--- src/rtl/npc_pkg.sv ---
// Shared encodings for the next-PC generator: npc_op codes, FSM states, widths.
package npc_pkg;

  localparam int unsigned NPC_OP_W = 2;

  typedef enum logic [NPC_OP_W-1:0] {
    OP_ORDER  = 2'd0,
    OP_BRANCH = 2'd1,
    OP_JIMM   = 2'd2,
    OP_JREG   = 2'd3
  } npc_op_e;

  typedef enum logic [1:0] {
    ST_BOOT = 2'd0,
    ST_RUN  = 2'd1,
    ST_PEND = 2'd2
  } npc_state_e;

endpackage

--- src/rtl/npc_target.sv ---
// Combinational redirect target and link address for the instruction in ID.
// ORDER selects the sequential slot address; the top only uses the target on a redirect.
module npc_target import npc_pkg::*; #(
  parameter int unsigned PC_W = 32
) (
  input  logic [NPC_OP_W-1:0] npc_op_i,
  input  logic [PC_W-1:0]     id_pc_i,
  input  logic [15:0]         imm16_i,
  input  logic [25:0]         jmp_addr_i,
  input  logic [31:0]         jmp_reg_i,
  output logic [PC_W-1:0]     target_o,
  output logic [PC_W-1:0]     pc_link_o
);

  logic [PC_W-1:0] slot;
  logic [PC_W-1:0] br_tgt;
  logic [PC_W-1:0] jimm_tgt;
  logic [PC_W-1:0] jreg_tgt;
  logic [31:0]     br_off;

  assign slot     = id_pc_i + PC_W'(4);
  assign br_off   = {{14{imm16_i[15]}}, imm16_i, 2'b00};
  assign br_tgt   = slot + br_off[PC_W-1:0];
  assign jreg_tgt = jmp_reg_i[PC_W-1:0];
  assign pc_link_o = id_pc_i + PC_W'(8);

  // With a 28-bit PC the 26-bit index plus byte offset fills the whole PC.
  generate
    if (PC_W > 28) begin : g_jimm_hi
      assign jimm_tgt = {slot[PC_W-1:28], jmp_addr_i, 2'b00};
    end else begin : g_jimm_lo
      assign jimm_tgt = {jmp_addr_i, 2'b00};
    end
  endgenerate

  // Select the target for the decoded control-flow kind.
  always_comb begin
    target_o = slot;
    case (npc_op_e'(npc_op_i))
      OP_BRANCH: target_o = br_tgt;
      OP_JIMM:   target_o = jimm_tgt;
      OP_JREG:   target_o = jreg_tgt;
      default:   target_o = slot;
    endcase
  end

endmodule

--- src/rtl/npc_pcgen.sv ---
// IF-stage next-PC generator: owns the fetch PC, resolves ID redirects,
// parks a redirect as pending while imem is not ready, and handles
// exception entry / ERET. Optional perf counters under NPC_PERF_EN.
// Exception entry and ERET raise if_flush in both delay-slot modes, since
// the instruction behind a trap is never architecturally executed.
module npc_pcgen import npc_pkg::*; #(
  parameter int unsigned PC_W       = 32,
  parameter logic [31:0] RESET_PC   = 32'h0000_3000,
  parameter logic [31:0] EXC_PC     = 32'h0000_4180,
  parameter bit          DELAY_SLOT = 1'b1
) (
  input  logic                clk,
  input  logic                reset,
  input  logic                stall,
  input  logic                imem_ready,
  input  logic                id_valid,
  input  logic [NPC_OP_W-1:0] npc_op,
  input  logic                cmp,
  input  logic [PC_W-1:0]     id_pc,
  input  logic [15:0]         imm16,
  input  logic [25:0]         jmp_addr,
  input  logic [31:0]         jmp_reg,
  input  logic                exc_req,
  input  logic                eret_req,
  input  logic [PC_W-1:0]     epc,
  output logic [PC_W-1:0]     pc,
  output logic                pc_valid,
  output logic                if_flush,
  output logic                pc_misaligned,
  output logic [PC_W-1:0]     pc_link
`ifdef NPC_PERF_EN
  ,
  output logic [31:0]         redirect_cnt,
  output logic [31:0]         stall_cnt
`endif
);

  npc_state_e      state_q;
  logic [PC_W-1:0] pc_q;
  logic [PC_W-1:0] pend_pc_q;
  logic            pc_valid_q;
  logic [PC_W-1:0] target;
  logic            fire;
  logic            redirect;
  logic            trap;

  npc_target #(.PC_W(PC_W)) u_target (
    .npc_op_i   (npc_op),
    .id_pc_i    (id_pc),
    .imm16_i    (imm16),
    .jmp_addr_i (jmp_addr),
    .jmp_reg_i  (jmp_reg),
    .target_o   (target),
    .pc_link_o  (pc_link)
  );

  assign fire     = pc_valid_q & imem_ready & ~stall;
  assign redirect = id_valid & ~stall &
                    ((npc_op == OP_JIMM) | (npc_op == OP_JREG) | ((npc_op == OP_BRANCH) & cmp));
  assign trap     = exc_req | eret_req;

  assign pc            = pc_q;
  assign pc_valid      = pc_valid_q;
  assign pc_misaligned = pc_valid_q & (pc_q[1:0] != 2'b00);
  // Gated by reset so the output is quiet while the block is held in reset.
  assign if_flush      = reset & (trap | (!DELAY_SLOT && redirect));

  // Fetch FSM: trap entry overrides everything, else BOOT->RUN<->PEND.
  always_ff @(posedge clk or negedge reset) begin
    if (!reset) begin
      state_q    <= ST_BOOT;
      pc_q       <= RESET_PC[PC_W-1:0];
      pend_pc_q  <= '0;
      pc_valid_q <= 1'b0;
    end else if (trap) begin
      state_q    <= ST_RUN;
      pc_q       <= exc_req ? EXC_PC[PC_W-1:0] : epc;
      pend_pc_q  <= '0;
      pc_valid_q <= 1'b1;
    end else begin
      case (state_q)
        ST_BOOT: begin
          state_q    <= ST_RUN;
          pc_valid_q <= 1'b1;
        end
        ST_RUN: begin
          if (fire) begin
            pc_q <= redirect ? target : pc_q + PC_W'(4);
          end else if (redirect) begin
            pend_pc_q <= target;
            state_q   <= ST_PEND;
          end
        end
        // A second redirect while one is pending is ignored.
        ST_PEND: begin
          if (fire) begin
            pc_q    <= pend_pc_q;
            state_q <= ST_RUN;
          end
        end
        default: begin
          state_q    <= ST_BOOT;
          pc_valid_q <= 1'b0;
        end
      endcase
    end
  end

`ifdef NPC_PERF_EN
  logic [31:0] redirect_cnt_q;
  logic [31:0] stall_cnt_q;

  // Free-running wrap-around event counters.
  always_ff @(posedge clk or negedge reset) begin
    if (!reset) begin
      redirect_cnt_q <= '0;
      stall_cnt_q    <= '0;
    end else begin
      if (redirect | trap)  redirect_cnt_q <= redirect_cnt_q + 32'd1;
      if (pc_valid_q & ~fire) stall_cnt_q  <= stall_cnt_q + 32'd1;
    end
  end

  assign redirect_cnt = redirect_cnt_q;
  assign stall_cnt    = stall_cnt_q;
`endif

endmodule

--- config.mk ---
export PLATFORM = sky130hd
export DESIGN_NAME = npc_pcgen
export DESIGN_NICKNAME = d
export VERILOG_FILES = /design/src/rtl/npc_pkg.sv /design/src/rtl/npc_target.sv /design/src/rtl/npc_pcgen.sv
export SDC_FILE = /design/constraint.sdc
export NUM_CORES = 1
export LEC_CHECK = 0
export BUFFER_PORTS_ARGS = -buffer_cell sky130_fd_sc_hd__buf_2
export CORE_MARGIN = 2
export CORE_UTILIZATION = 55
export DETAILED_ROUTE_END_ITERATION = 8
export PLACE_DENSITY = 0.84
export SLEW_MARGIN = 20
export SYNTH_ARGS = -nofsm -noshare
export SYNTH_HDL_FRONTEND = slang
export SYNTH_HIERARCHICAL = 1
export SYNTH_SLANG_ARGS = --single-unit
--- constraint.sdc ---
create_clock -name clk -period 3.65 [get_ports clk]
set_input_delay 0.1825 -clock clk [delete_from_list [all_inputs] [get_ports clk]]
set_output_delay 0.1825 -clock clk [all_outputs]
set_load 0.005 [all_outputs]
==> run metrics <==
status finished, violations left; violated checks negative setup slack; Seq cells post-synth 67; power density cells 276.0 nW/um^2; drt wl/cell 20.75 microns; cell area after layout 10,860 sq um; Worst VDD drop 260.2 uV; antenna violations before repair 0; combinational share of power 43.6%; Hold Violations, Final 0; ant diodes 0; largest cells by area after synthesis dfrtp_1 22%, nand2_1 8.3%, ha_1 6.6%; H-tree depth 3; total power 2.998 mW; global route overflow 0; worst skew pair latency 0.35 ns; Mapped Area 7527 sq um; Placement Cell Area 9714 sq um; post-synth top area share 21.61%; fin worst setup slack -0.09861 ns; critical path type in -> reg; Hold Slack 0.06930 ns; Core Box Area 13,300 sq um; first-pass GRT wire length 42.27 mm; Largest delay share family, worst path simple AND/OR/NAND/NOR gates; CP dominant cell by count buf_4; fraction of layout cells with a size suffix above 1 42.84%; Async S/R FF share, synth 100.0%; drc violations 0; via/cell ratio 6.448; Final min period 3.749 ns; Port Buffers 214; initial core utilization 56.62%; Internal 1.906 mW; Post-synth EDFFs 0; net switching power 1.092 mW; slowest stage cell, crit path mux4_2; Leak 4.947 nW; Critical Path AT 3.96 ns; GRT Resource Usage Total 36.36%; CTS Buf Count 9; DP Wirelength 20.69 mm; Synth area leader dfrtp_1; Routed WL 30.73 mm; Post-synth top cells 167 x nand2_1, 83 x o21ai_0, 68 x a21oi_1, 65 x dfrtp_1, 61 x nor2_1; synth warn 6; TritonCTS clock tree yes; Crit. End Element flip-flop; setup violators final 9; hold crit path type in -> reg; Worst Path Buf+Inv 4; Iteration-0 DRC Markers 1,270; switching share of total power 36.43%; Syn Inst Count 959; Slew @ Worst Pin 0.6901 ns; nets 1,490; worst-path cell chain buf_6, ha_4, nand3_4, or2_4, nor2_2, xor2_1, ha_1, a21oi_1, o21ai_1, a31oi_2, buf_4, buf_4, a211oi_2, nor3b_2, buf_4, xnor2_1, mux4_2, or3_1, o2111ai_1, a31oi_1; clk sinks 67; CTS Buffer Depth 2; pin count of the biggest net entering global routing 43; relative slew slack 54.00%; width of the die 121.0 microns; Mapped Nets 1,148; number of global-route vias before repair 8,620; Antenna Nets Post-Route 0; Die ar. 14,640 sq um; largest fanout on the critical path 4; Synth Flop Type dfrtp_1; Die Ht 121.0 microns; Area Growth Syn to Fin 44.31%; CP max stage delay 0.51 ns; crit start category input pin; sequential area share after synthesis 22.31%; vias post-DR 9,550; Clock Skew 0.01056 ns; clock-pin slew on the worst setup and hold paths 0.06 ns; post-synth cell types 84; dpl ws -0.4839 ns; syn_area_per_cell 7.849 sq um; sequential power share 29.5%; Tcrit/Tclk final 102.7%; IO Count 215; RePlAce Congestion 1.027; Worst Path Required 3.86 ns; Final Slew Violations 0; TritonRoute pass-1 iters 6; max-cap viol count 0; Root Buffer clkbuf_16; Clk network pwr share 26.9%; most frequent cell after synthesis nand2_1; Max Clock Freq 0.2668 GHz; row cnt 42
==> cells in the final DEF, fill, tap and decap left out, types with 13 or more instances in the layout <==
cell and instances:
mux4_2 18, o21ai_0 67, nor3_1 13, nand3_1 22, inv_1 21, a31oi_1 15, dfrtp_1 65, a21oi_1 50
o21ai_1 19, ha_1 26, nor2_1 55, nand2_1 157, a21oi_2 18, buf_4 174, buf_2 211, xnor2_1 44
nand4_1 19, xor2_1 30
==> state kept, by name, indices dropped and copies added, names as in the netlist <==
name / cells
state_q: 2
pc_valid: 1
pend_pc_q: 32
pc: 32
==> worst register-to-register path, delay by kind of cell (launching register included) <==
family | cells | cell delay, ns
compound gates | 2 | 0.67
fa+ha+maj | 1 | 0.22
simple gates | 2 | 0.85
buf+inv | 2 | 0.31
flops | 1 | 0.37
==> layout make-up <==
class / instances / area, sq um
Clock buffer: 15 / 267.8
Fill cell: 803 / 2432
Tap cell: 176 / 220.2
Multi-Input combinational cell: 809 / 6170
Inverter: 22 / 82.58
Timing Repair Buffer: 392 / 2444
Sequential cell: 67 / 1679
==> metal layers <==
layer	vias to the layer above	GRT usage (%)	wire length, microns
met5	-	0	0
met4	0	15.19	1876
met3	202	7.284	3368
met2	790	59.87	14460
met1	4372	46.52	11030
li1	4186	-	-
==> path summary, 6_finish.rpt <==
path | from | to | slack, ns | cells after the start
worst min register to register | pend_pc_q[3] | pend_pc_q[3] | 0.48 | 2
max in group asynchronous | reset | pc[13] | 2.25 | 3
worst max register to register | state_q[0] | pc[21] | 1.17 | 7
worst min-delay path | epc[2] | pc[2] | 0.07 | 3
worst max-delay path | id_pc[3] | pc[19] | -0.1 | 20
min in group asynchronous | reset | pc[3] | 0.40 | 2
==> through the flow <==
| step | instances | util (%) | TNS, ns |
|---|---|---|---|
| 5_1_grt | 1481 | 81.71 | -1.835 |
| 3_5_place_dp | 1445 | 73.07 | -8.113 |
| 3_3_place_gp | 1445 | 73.07 | -4.852 |
| 6_report | 1481 | 81.71 | -0.4346 |
| 2_1_floorplan | 959 | - | 0 |
| 4_1_cts | 1463 | 75.86 | 0 |
==> what timing repair did <==
action / CTS / global route
endpoints found under the setup margin: 11 / 26
pin swaps: 4 / 78
cloned: 0 / 0
buffers inserted: 2 / 19
hold buffers: 1 / 0
resized for setup: 17 / 139
endpoints found under the hold margin: 24 / 0
==> power by group through the flow <==
stage / Sequential [mW] / Combinational, mW / Clock, mW
3_5_place_dp: 0.892 / 1.09 / 0
3_3_place_gp: 0.888 / 1.07 / 0
5_1_grt: 0.894 / 1.39 / 0.835
6_report: 0.884 / 1.31 / 0.806
4_1_cts: 0.880 / 1.12 / 0.796
2_1_floorplan: 0.879 / 0.605 / 0
==> cell families (layout without fill, tap and decap cells) <==
logic type,Yosys count,after routing,synth area share [%]
AOI/OAI and AO/OA,275,275,23.07
xor gates and xnor gates,90,90,10.57
adders and majority gates,41,41,6.915
buffers and inverters,83,429,5.153
DFF,67,67,22.31
muxes,34,34,7.580
and+or+nand+nor,369,369,24.40
Note: power is estimated with default switching activity, not from simulation.
